## config.mk

```make
export PLATFORM = sky130hd
export DESIGN_NAME = matriz_ctrl
export DESIGN_NICKNAME = d
export VERILOG_FILES = /design/src/rtl/matriz_pkg.sv /design/src/rtl/rr_arb2.sv /design/src/rtl/matriz_ctrl.sv
export SDC_FILE = /design/constraint.sdc
export NUM_CORES = 1
export LEC_CHECK = 0
export CAP_MARGIN = 25
export CORE_UTILIZATION = 47
export DETAILED_ROUTE_END_ITERATION = 10
export PLACE_DENSITY = 0.85
export SYNTH_ARGS = -nofsm -noshare
export SYNTH_HDL_FRONTEND = slang
export SYNTH_HIERARCHICAL = 1
export SYNTH_SLANG_ARGS = --single-unit
```

## constraint.sdc

```tcl
create_clock -name clk -period 3.9 [get_ports clk]
set_input_delay 0.78 -clock clk [delete_from_list [all_inputs] [get_ports clk]]
set_output_delay 0.78 -clock clk [all_outputs]
set_load 0.05 [all_outputs]
```

## src/rtl/matriz_pkg.sv

```systemverilog
// Shared types and constants for the 8x8 board matrix write-port controller.
package matriz_pkg;
  localparam int DIM    = 8;
  localparam int CELL_W = 9;
  localparam int IDX_W  = 3;
  localparam int CELLS  = DIM * DIM;
  localparam int CNT_W  = 6;

  typedef logic [CELL_W-1:0] cell_t;
  typedef logic [IDX_W-1:0]  idx_t;

  localparam cell_t INIT_VAL = 9'b001000000;

  typedef enum logic {IDLE = 1'b0, CLEAR = 1'b1} ctrl_state_t;
  typedef enum logic {REQ_A = 1'b0, REQ_B = 1'b1} req_id_t;
endpackage

```

## src/rtl/rr_arb2.sv

```systemverilog
// Two-input round-robin arbiter; bit 0 is requester A, bit 1 is requester B.
module rr_arb2
  import matriz_pkg::*;
(
  input  logic       clk,
  input  logic       reset,
  input  logic [1:0] req,
  input  logic       enable,
  input  logic       accept,
  output logic [1:0] grant
);
  req_id_t last_q, last_d;

  always_ff @(posedge clk or posedge reset) begin
    if (reset) last_q <= REQ_B;
    else       last_q <= last_d;
  end

  // On a tie the requester that did not win last time is granted.
  always_comb begin
    grant = 2'b00;
    if (enable) begin
      if (req == 2'b11) grant = (last_q == REQ_B) ? 2'b01 : 2'b10;
      else              grant = req;
    end
  end

  always_comb begin
    last_d = last_q;
    if (accept) last_d = grant[0] ? REQ_A : REQ_B;
  end
endmodule

```

## src/rtl/matriz_ctrl.sv

```systemverilog
// Board matrix write-port controller: post-reset / on-demand clear sweep,
// otherwise round-robin sharing of the write port between requesters A and B.
module matriz_ctrl
  import matriz_pkg::*;
(
  input  logic       clk,
  input  logic       reset,
  input  logic       clear_req,
  input  logic       a_valid,
  input  logic [2:0] a_row,
  input  logic [2:0] a_col,
  input  logic [8:0] a_data,
  output logic       a_ready,
  input  logic       b_valid,
  input  logic [2:0] b_row,
  input  logic [2:0] b_col,
  input  logic [8:0] b_data,
  output logic       b_ready,
  output logic       wr_en,
  output logic [2:0] wr_row,
  output logic [2:0] wr_col,
  output logic [8:0] wr_data,
  output logic       busy,
  output logic       clear_done
);
  ctrl_state_t      state_q, state_d;
  logic [CNT_W-1:0] cnt_q, cnt_d;
  logic             fin_q, fin_d;
  logic             wr_en_q, wr_en_d;
  idx_t             wr_row_q, wr_row_d;
  idx_t             wr_col_q, wr_col_d;
  cell_t            wr_data_q, wr_data_d;
  logic             busy_q, busy_d;
  logic             done_q, done_d;
  logic [1:0]       grant;
  logic             arb_en, acc_a, acc_b;

  rr_arb2 u_arb (
    .clk    (clk),
    .reset  (reset),
    .req    ({b_valid, a_valid}),
    .enable (arb_en),
    .accept (acc_a | acc_b),
    .grant  (grant)
  );

  always_ff @(posedge clk or posedge reset) begin
    if (reset) begin
      state_q   <= CLEAR;
      cnt_q     <= '0;
      fin_q     <= 1'b0;
      wr_en_q   <= 1'b0;
      wr_row_q  <= '0;
      wr_col_q  <= '0;
      wr_data_q <= '0;
      busy_q    <= 1'b0;
      done_q    <= 1'b0;
    end else begin
      state_q   <= state_d;
      cnt_q     <= cnt_d;
      fin_q     <= fin_d;
      wr_en_q   <= wr_en_d;
      wr_row_q  <= wr_row_d;
      wr_col_q  <= wr_col_d;
      wr_data_q <= wr_data_d;
      busy_q    <= busy_d;
      done_q    <= done_d;
    end
  end

  // fin_q marks the extra cycle after cell 63 in which clear_done is produced.
  always_comb begin
    state_d = state_q;
    cnt_d   = cnt_q;
    fin_d   = fin_q;
    case (state_q)
      IDLE: begin
        if (clear_req) begin
          state_d = CLEAR;
          cnt_d   = CNT_W'(1);
          fin_d   = 1'b0;
        end
      end
      CLEAR: begin
        if (fin_q) begin
          state_d = IDLE;
          cnt_d   = '0;
          fin_d   = 1'b0;
        end else begin
          cnt_d = cnt_q + CNT_W'(1);
          fin_d = (cnt_q == CNT_W'(CELLS - 1));
        end
      end
      default: state_d = IDLE;
    endcase
  end

  // A clear requested from IDLE writes cell 0 on the same edge it is sampled.
  always_comb begin
    arb_en    = (state_q == IDLE) && !clear_req;
    a_ready   = grant[0];
    b_ready   = grant[1];
    acc_a     = a_valid && a_ready;
    acc_b     = b_valid && b_ready;
    wr_en_d   = 1'b0;
    wr_row_d  = wr_row_q;
    wr_col_d  = wr_col_q;
    wr_data_d = wr_data_q;
    done_d    = 1'b0;
    busy_d    = (state_d == CLEAR);
    case (state_q)
      IDLE: begin
        if (clear_req) begin
          wr_en_d   = 1'b1;
          wr_row_d  = '0;
          wr_col_d  = '0;
          wr_data_d = INIT_VAL;
        end else if (acc_a) begin
          wr_en_d   = 1'b1;
          wr_row_d  = a_row;
          wr_col_d  = a_col;
          wr_data_d = a_data;
        end else if (acc_b) begin
          wr_en_d   = 1'b1;
          wr_row_d  = b_row;
          wr_col_d  = b_col;
          wr_data_d = b_data;
        end
      end
      CLEAR: begin
        if (fin_q) begin
          done_d = 1'b1;
        end else begin
          wr_en_d   = 1'b1;
          wr_row_d  = cnt_q[5:3];
          wr_col_d  = cnt_q[2:0];
          wr_data_d = INIT_VAL;
        end
      end
      default: ;
    endcase
  end

  assign wr_en      = wr_en_q;
  assign wr_row     = wr_row_q;
  assign wr_col     = wr_col_q;
  assign wr_data    = wr_data_q;
  assign busy       = busy_q;
  assign clear_done = done_q;
endmodule

```

==> Implementation_results.wiki, run 1 <==
{| class="wikitable"
! Metric !! Value
|-
| Post-layout power || 0.000942 W
|-
| Final worst clock skew || 3.00 ps
|-
| Number of maximum-capacitance violations || 0
|-
| Maximum number of pins on one net before global-route repair || 27
|-
| Setup repair after global routing missed its margin || false
|-
| Final ANT Viol Nets || 0
|-
| Total number of placement rows || 19
|-
| Result of the run || finished with violations
|-
| Post-synthesis average cell area || 9.29 um2
|-
| Number of sinks driven by the clock tree || 27
|-
| Die span in y || 57.4 um
|-
| Overall track demand over capacity in global routing || 24.4%
|-
| Number of placed cells counting well taps || about 230
|-
| Number of ports placed on the die boundary || 55
|-
| Share of cells above drive strength 1 || 6.93%
|-
| Critical path endpoint category || primary output
|-
| Total wire length || 3730 um
|-
| Setup slack after layout || between 700 and 800 ps
|-
| Most used flip-flop cell after synthesis || sky130_fd_sc_hd__dfrtp_1
|-
| Effective utilization at floorplan || 50.9%
|-
| Antenna cells || 0
|-
| Initial antenna violation count || 0
|-
| Total Nets Final || roughly 240
|-
| Clock tree buffer depth || 2
|-
| Data arrival time of the critical path || 2370 ps
|-
| Total vias in the final route || around 1400
|-
| YS warnings || 6
|-
| WL per Instance || between 15 and 20 um
|-
| IR Drop Worst-Case VDD || 265 uV
|-
| CTS buffer count || 3
|-
| Overflow after GRT || 0
|-
| Via count of the first global-routing pass || 1407
|-
| Half-perimeter wire length after detailed placement || 2800 um
|-
| Sum of negative setup slack || 0 ps
|-
| Crit Path Max Fanout || 23
|-
| Count of flip-flops with a built-in enable after synthesis || 0
|-
| Synthesized Nets || 191
|-
| Area added between synthesis and finish || 39.0%
|-
| Number of register bits inferred by synthesis || 27
|-
| Wire length of the first global-routing pass || 6300 um
|-
| Routed via count divided by cell count || about 5.9
|-
| Fmax || roughly 0.32 GHz
|-
| Core area || 0.00283 mm2
|-
| H-tree level count || 1
|-
| Post-layout minimum cycle time || 3150 ps
|-
| Insertion delay to the later sink of the worst-skew pair || 330 ps
|-
| Transition time at the pin with the least slew margin || 982 ps
|-
| Clk root buf || sky130_fd_sc_hd__clkbuf_4
|-
| Final count of pins violating max slew || 0
|-
| CTS clock-pin slew for the worst setup and hold paths || 150 ps
|-
| Data required time of the critical path || approximately 3100 ps
|-
| Endpoints failing hold || 0
|-
| Post-detailed-route DRC marker count || 1
|-
| Post-synthesis instance area || 0.00144 mm2
|-
| Detailed-router iteration count before antenna repair || 8
|-
| Post-layout utilization of the core || between 70 and 80%
|-
| Static leakage || around 0.84 nW
|-
| Type of origin of the critical path || input port
|-
| Synthesized instance count || approximately 160
|-
| Worst max-slew margin expressed relative to the limit || 34.5%
|-
| Width of the chip || 57.4 um
|-
| Drt initial violations || 48
|-
| Classification of the worst-slack hold path || reg -> reg
|-
| Proportion of synthesized flip-flops having asynchronous set or reset || 100%
|-
| Count of buffers inserted at the top-level ports || between 50 and 60
|-
| Final worst-path cycle share || 80.7%
|-
| Clock tree from TritonCTS || done
|-
| Number of setup violations in the final report || 0
|-
| Routability cong. || 0.906
|-
| Layout Cells excl Fill || 233
|-
| Failing checks || design-rule violations
|-
| Hold-fix buffers at CTS || 0
|-
| Post-CTS Setup Inserts || 0
|-
| Overall die area || 0.00329 mm2
|-
| Post-cts gate resize count || 0
|-
| Pwr/cell area || 471 mW/mm2
|-
| Kind of critical path || in -> out
|-
| Sequential element share of the synthesized area || between 40% and 50%
|-
| DP Worst Slack || 677 ps
|-
| Count of cell types in the netlist || 34
|}
## power by group
group          leakage (nW)  switching (W)  internal (W)
logic                 0.490       0.000234      0.000169
clock network        0.0139      0.0000853     0.0000392
registers             0.332      0.0000657      0.000350
total                 0.836       0.000385      0.000557
## worst max-delay path: stages
cell	delay (ps)
sky130_fd_sc_hd__clkdlybuf4s50_1	390
sky130_fd_sc_hd__or2_1	320
sky130_fd_sc_hd__inv_2	240
sky130_fd_sc_hd__and3_1	210
sky130_fd_sc_hd__buf_4	250
sky130_fd_sc_hd__buf_12	170
## cell families (layout without fill, tap and decap cells)
group | Yosys count | after routing | share of synthesized area, %
AOI/OAI and AO/OA | 57 | 57 | 27.7
and+or+nand+nor | 43 | 43 | 14.9
buffers and inverters | 25 | 72 | 7.99
muxes | 2 | 2 | 1.48
DFF | 27 | 27 | 47.1
adders and majority gates | 1 | 1 | 0.869
## synthesized netlist by cell type (2+ instances only)
| library cell | number | area (um2) |
|---|---|---|
| sky130_fd_sc_hd__a21boi_0 | 6 | 45.0 |
| sky130_fd_sc_hd__a21oi_1 | 11 | 55.1 |
| sky130_fd_sc_hd__a22o_1 | 2 | 17.5 |
| sky130_fd_sc_hd__a311oi_1 | 8 | 70.1 |
| sky130_fd_sc_hd__a32oi_1 | 6 | 52.6 |
| sky130_fd_sc_hd__and3_1 | 9 | 56.3 |
| sky130_fd_sc_hd__buf_2 | 5 | 25.0 |
| sky130_fd_sc_hd__buf_6 | 2 | 22.5 |
| sky130_fd_sc_hd__clkbuf_1 | 6 | 22.5 |
| sky130_fd_sc_hd__dfrtp_1 | 25 | 626 |
| sky130_fd_sc_hd__dfstp_2 | 2 | 52.6 |
| sky130_fd_sc_hd__inv_1 | 11 | 41.3 |
| sky130_fd_sc_hd__nand2_1 | 16 | 60.1 |
| sky130_fd_sc_hd__nand3_1 | 11 | 55.1 |
| sky130_fd_sc_hd__o21ai_0 | 16 | 80.1 |
## area by class of cell
cell class | instances | area [um2]
clock buffer | 3 | 22.5
tap | 31 | 38.8
fill | 219 | 827
clock inverter | 1 | 7.51
inverter | 12 | 45.0
sequential | 27 | 678
timing repair buffer | 56 | 563
multi-input combinational | 103 | 647
## cell usage in the layout (no fill, tap or decap), types with 2 or more instances in the layout
master,instances
sky130_fd_sc_hd__clkdlybuf4s50_1,52
sky130_fd_sc_hd__dfrtp_1,25
sky130_fd_sc_hd__nand2_1,16
sky130_fd_sc_hd__o21ai_0,16
sky130_fd_sc_hd__nand3_1,11
sky130_fd_sc_hd__a21oi_1,11
sky130_fd_sc_hd__inv_1,11
sky130_fd_sc_hd__and3_1,9
sky130_fd_sc_hd__a311oi_1,8
sky130_fd_sc_hd__a21boi_0,6
sky130_fd_sc_hd__a32oi_1,6
sky130_fd_sc_hd__clkbuf_4,3
sky130_fd_sc_hd__buf_4,3
sky130_fd_sc_hd__a22o_1,2
sky130_fd_sc_hd__dfstp_2,2
## final timing paths
kind,startpoint,end,slack [ps],cells after the start
max,clear_req,a_ready,750,6
min,wr_col[1],wr_col[1],530,2
max reg2reg,state_q,wr_data[0],1360,7
min reg2reg,wr_col[1],wr_col[1],530,2
max in group asynchronous,reset,cnt_q[3],2310,2
min in group asynchronous,reset,u_arb/last_q,770,2
## per-layer routing
metal  global-route usage, %  part of all wire, %  vias up
met1                    34.5                   45      670
met4                    6.62                  1.5        0
met3                    3.17                  4.4        8
met5                       0                    0        -
li1                        -                    -      656
met2                    39.7                   49       47
## per-stage QoR
stage / hold slack [ps] / area (um2)
2_1_floorplan: 469 / 1440
4_1_cts: 535 / 2000
3_3_place_gp: 503 / 1970
3_5_place_dp: 513 / 1970
6_report: 532 / 2000
5_1_grt: 566 / 2000
## state kept, by name (all words and copies together) (netlist names), 3 cells and up
signal / flops
wr_col: 3
wr_row: 3
cnt_q: 6
wr_data: 9
Power figures use the tool's default switching activity.
==> run 2: changes to the inputs <==
CORE_UTILIZATION = 39   (was 47)
PLACE_DENSITY = 0.75   (was 0.85)
clock period = 2.65 ns   (was 3.9 ns; I/O delays follow)
==> run 2 against run 1 <==
  * The run now ends clean
  * Setup slack got worse by 510 ps
  * Via count grew 2.2%
  * Sequential power is 47% higher
  * Die area grew 20%
  * Core utilization decreased by 9.1 points
  * Register-to-register slack got worse by 930 ps
  * Global-route usage down 2.6 points
  * Clock-buffer cell count unchanged
  * Cell area grew 6.0%
  * Largest cell class unchanged
==> Implementation_results.wiki, run 2 (synthesis gave the netlist of run 1 again) <==
{| class="wikitable"
! Metric !! Value
|-
| Total vias in the final route || 1412 (+2.2%)
|-
| Die span in y || 62.8 um (+9.4%)
|-
| Area of all placed cells without fillers || 0.00212 mm2 (+6.0%)
|-
| Overflow after GRT || 0 (unchanged)
|-
| Transition time at the pin with the least slew margin || 566 ps (-416 ps)
|-
| Worst reg2reg setup slack || 430 ps (-930 ps)
|-
| Final ANT Viol Nets || 0 (unchanged)
|-
| Startpoint of the lowest-slack hold path || cnt_q[5]
|-
| Setup repair after global routing missed its margin || false
|-
| Clock tree from TritonCTS || done
|-
| Static leakage || 0.894 nW (+7.0%)
|-
| Most common library cell in the layout ignoring fill and taps || sky130_fd_sc_hd__clkdlybuf4s50_1
|-
| Effective utilization at floorplan || 41.8% (-9.1 points)
|-
| Number of maximum-capacitance violations || 0 (unchanged)
|-
| Number of flip-flops in the largest register || 9 (unchanged)
|-
| Kind of critical path || in -> out
|-
| Number of cell instances on the worst register-to-register path || 6 (-1)
|-
| Number of ports placed on the die boundary || 55 (unchanged)
|-
| Clock tree buffer depth || 2 (unchanged)
|-
| Detailed-router iteration count before antenna repair || 4 (-4)
|-
| Clk root buf || sky130_fd_sc_hd__clkbuf_8
|-
| Data arrival time of the critical path || 1870 ps (-500 ps)
|-
| CTS buffer count || 3 (unchanged)
|-
| Final worst-path cycle share || 90.7%
|-
| Share of cells above drive strength 1 || 11.8% (+4.9 points)
|-
| Post-CTS Setup Inserts || 0 (unchanged)
|-
| Data required time of the critical path || 2120 ps (-1000 ps)
|-
| Pwr/cell area || 685 mW/mm2 (+46%)
|-
| Number of instances on the worst hold path || 1 (-1)
|-
| Post-layout minimum cycle time || 2400 ps
|-
| Area added between synthesis and finish || 47.4%
|-
| Final worst clock skew || 10.5 ps (+7.55 ps)
|-
| Worst hold slack after final layout || 514 ps (-17.2 ps)
|-
| Area of placed instances || 0.00208 mm2 (+5.3%)
|-
| Worst max-slew margin expressed relative to the limit || 62.2% (+28 points)
|-
| WL per Instance || 15.8 um (-1.7%)
|-
| Most frequent cells in the layout || sky130_fd_sc_hd__clkdlybuf4s50_1 (52), sky130_fd_sc_hd__dfrtp_1 (25), sky130_fd_sc_hd__nand2_1 (16), sky130_fd_sc_hd__o21ai_0 (16)
|-
| Crit Path Max Fanout || 8 (-65%)
|-
| CTS clock-pin slew for the worst setup and hold paths || 100 ps (-50 ps)
|-
| Fmax || 0.416 GHz
|-
| Number of setup violations in the final report || 0 (unchanged)
|-
| Overall track demand over capacity in global routing || 21.8% (-2.6 points)
|-
| Core area || 0.00344 mm2 (+22%)
|-
| Post-detailed-route DRC marker count || 0 (-1)
|-
| Antenna cells || 0 (unchanged)
|-
| Drt initial violations || 154 (+220%)
|-
| Total Nets Final || 248 (+3.8%)
|-
| Total number of placement rows || 21 (+2)
|-
| Total wire length || 4050 um (+8.4%)
|-
| Initial antenna violation count || 0 (unchanged)
|-
| Critical path endpoint category || primary output
|-
| Insertion delay to the later sink of the worst-skew pair || 280 ps (-50 ps)
|-
| Endpoint of the worst hold path || cnt_q[5]
|-
| Post-cts gate resize count || 0 (unchanged)
|-
| IR Drop Worst-Case VDD || 336 uV (+27%)
|-
| Number of sinks driven by the clock tree || 27 (unchanged)
|-
| Hold-fix buffers at CTS || 0 (unchanged)
|-
| Wire length of the first global-routing pass || 6620 um (+5.0%)
|-
| Classification of the worst-slack hold path || reg -> reg
|-
| Width of the chip || 62.8 um (+9.4%)
|-
| Routed via count divided by cell count || 5.49 (-7.3%)
|-
| Setup slack after layout || 247 ps (-505 ps)
|-
| Worst reg2reg endpoint || wr_data[5]
|-
| DP Worst Slack || 36.4 ps (-640 ps)
|-
| Maximum number of pins on one net before global-route repair || 17 (-37%)
|-
| Result of the run || complete, no violations
|-
| Routability cong. || 0.859 (-5.2%)
|-
| Endpoints failing hold || 0 (unchanged)
|-
| Type of origin of the critical path || input port
|-
| Final count of pins violating max slew || 0 (unchanged)
|-
| Sum of negative setup slack || 0 ps (unchanged)
|-
| Via count of the first global-routing pass || 1406 (-0.071%)
|-
| Count of buffers inserted at the top-level ports || 54 (unchanged)
|-
| H-tree level count || 1 (unchanged)
|-
| Half-perimeter wire length after detailed placement || 3110 um (+11%)
|-
| Overall die area || 0.00394 mm2 (+20%)
|-
| Worst flop-to-flop path startpoint || state_q
|}
## run 2: worst max-delay path by stage
stage | end | start | depth (start not counted) | slack (ps)
after detailed placement | wr_data[5] | clear_req | 7 | 40
after CTS | a_ready | clear_req | 6 | 260
after global routing | wr_data[5] | clear_req | 7 | 160
final | a_ready | clear_req | 6 | 250
after floorplan | wr_data[6] | clear_req | 10 | 80
after global placement | wr_data[7] | clear_req | 7 | 170
## run 2: stage by stage
step / power [W] / std cells / util, %
2_1_floorplan: 0.000989 / 155 / -
3_3_place_gp: 0.00120 / 253 / 60.3
3_5_place_dp: 0.00122 / 253 / 60.3
4_1_cts: 0.00146 / 257 / 61.7
5_1_grt: 0.00153 / 257 / 61.7
6_report: 0.00145 / 257 / 61.7
## run 2: critical path, cell delays in order
cell and delay [ps]:
sky130_fd_sc_hd__clkdlybuf4s50_1 390, sky130_fd_sc_hd__or2_1 240, sky130_fd_sc_hd__inv_2 100, sky130_fd_sc_hd__and3_2 270
sky130_fd_sc_hd__buf_4 190, sky130_fd_sc_hd__buf_12 140
## run 2: final cells by class
type                    instances  area, um2
clock inverters                 1       5.00
repair buffers                 65        643
inverters                      12       45.0
flip-flops and latches         27        678
clock buffers                   3       41.3
fillers                       297       1320
well taps                      46       57.6
multi-input cells             103        652
## run 2: metal layers
| metal | global-route usage, % | vias up | routed length [um] |
|---|---|---|---|
| met2 | 34.9 | 58 | 2060 |
| met1 | 28.5 | 675 | 1720 |
| met3 | 4.56 | 5 | 210 |
| li1 | - | 674 | - |
| met5 | 0 | - | 0 |
| met4 | 9.30 | 0 | 57 |
## run 2: power breakdown
part | internal (W) | switching [W] | leakage, nW
logic | 0.000254 | 0.000351 | 0.537
clock network | 0.000106 | 0.000132 | 0.0255
registers | 0.000516 | 0.0000950 | 0.332
total | 0.000876 | 0.000578 | 0.894
==> run 3: changes to the inputs <==
SKIP_CTS_REPAIR_TIMING = 1   (was not set)
==> results of run 3 <==
No change in the layout: final DEF, timing and power equal those of run 2.
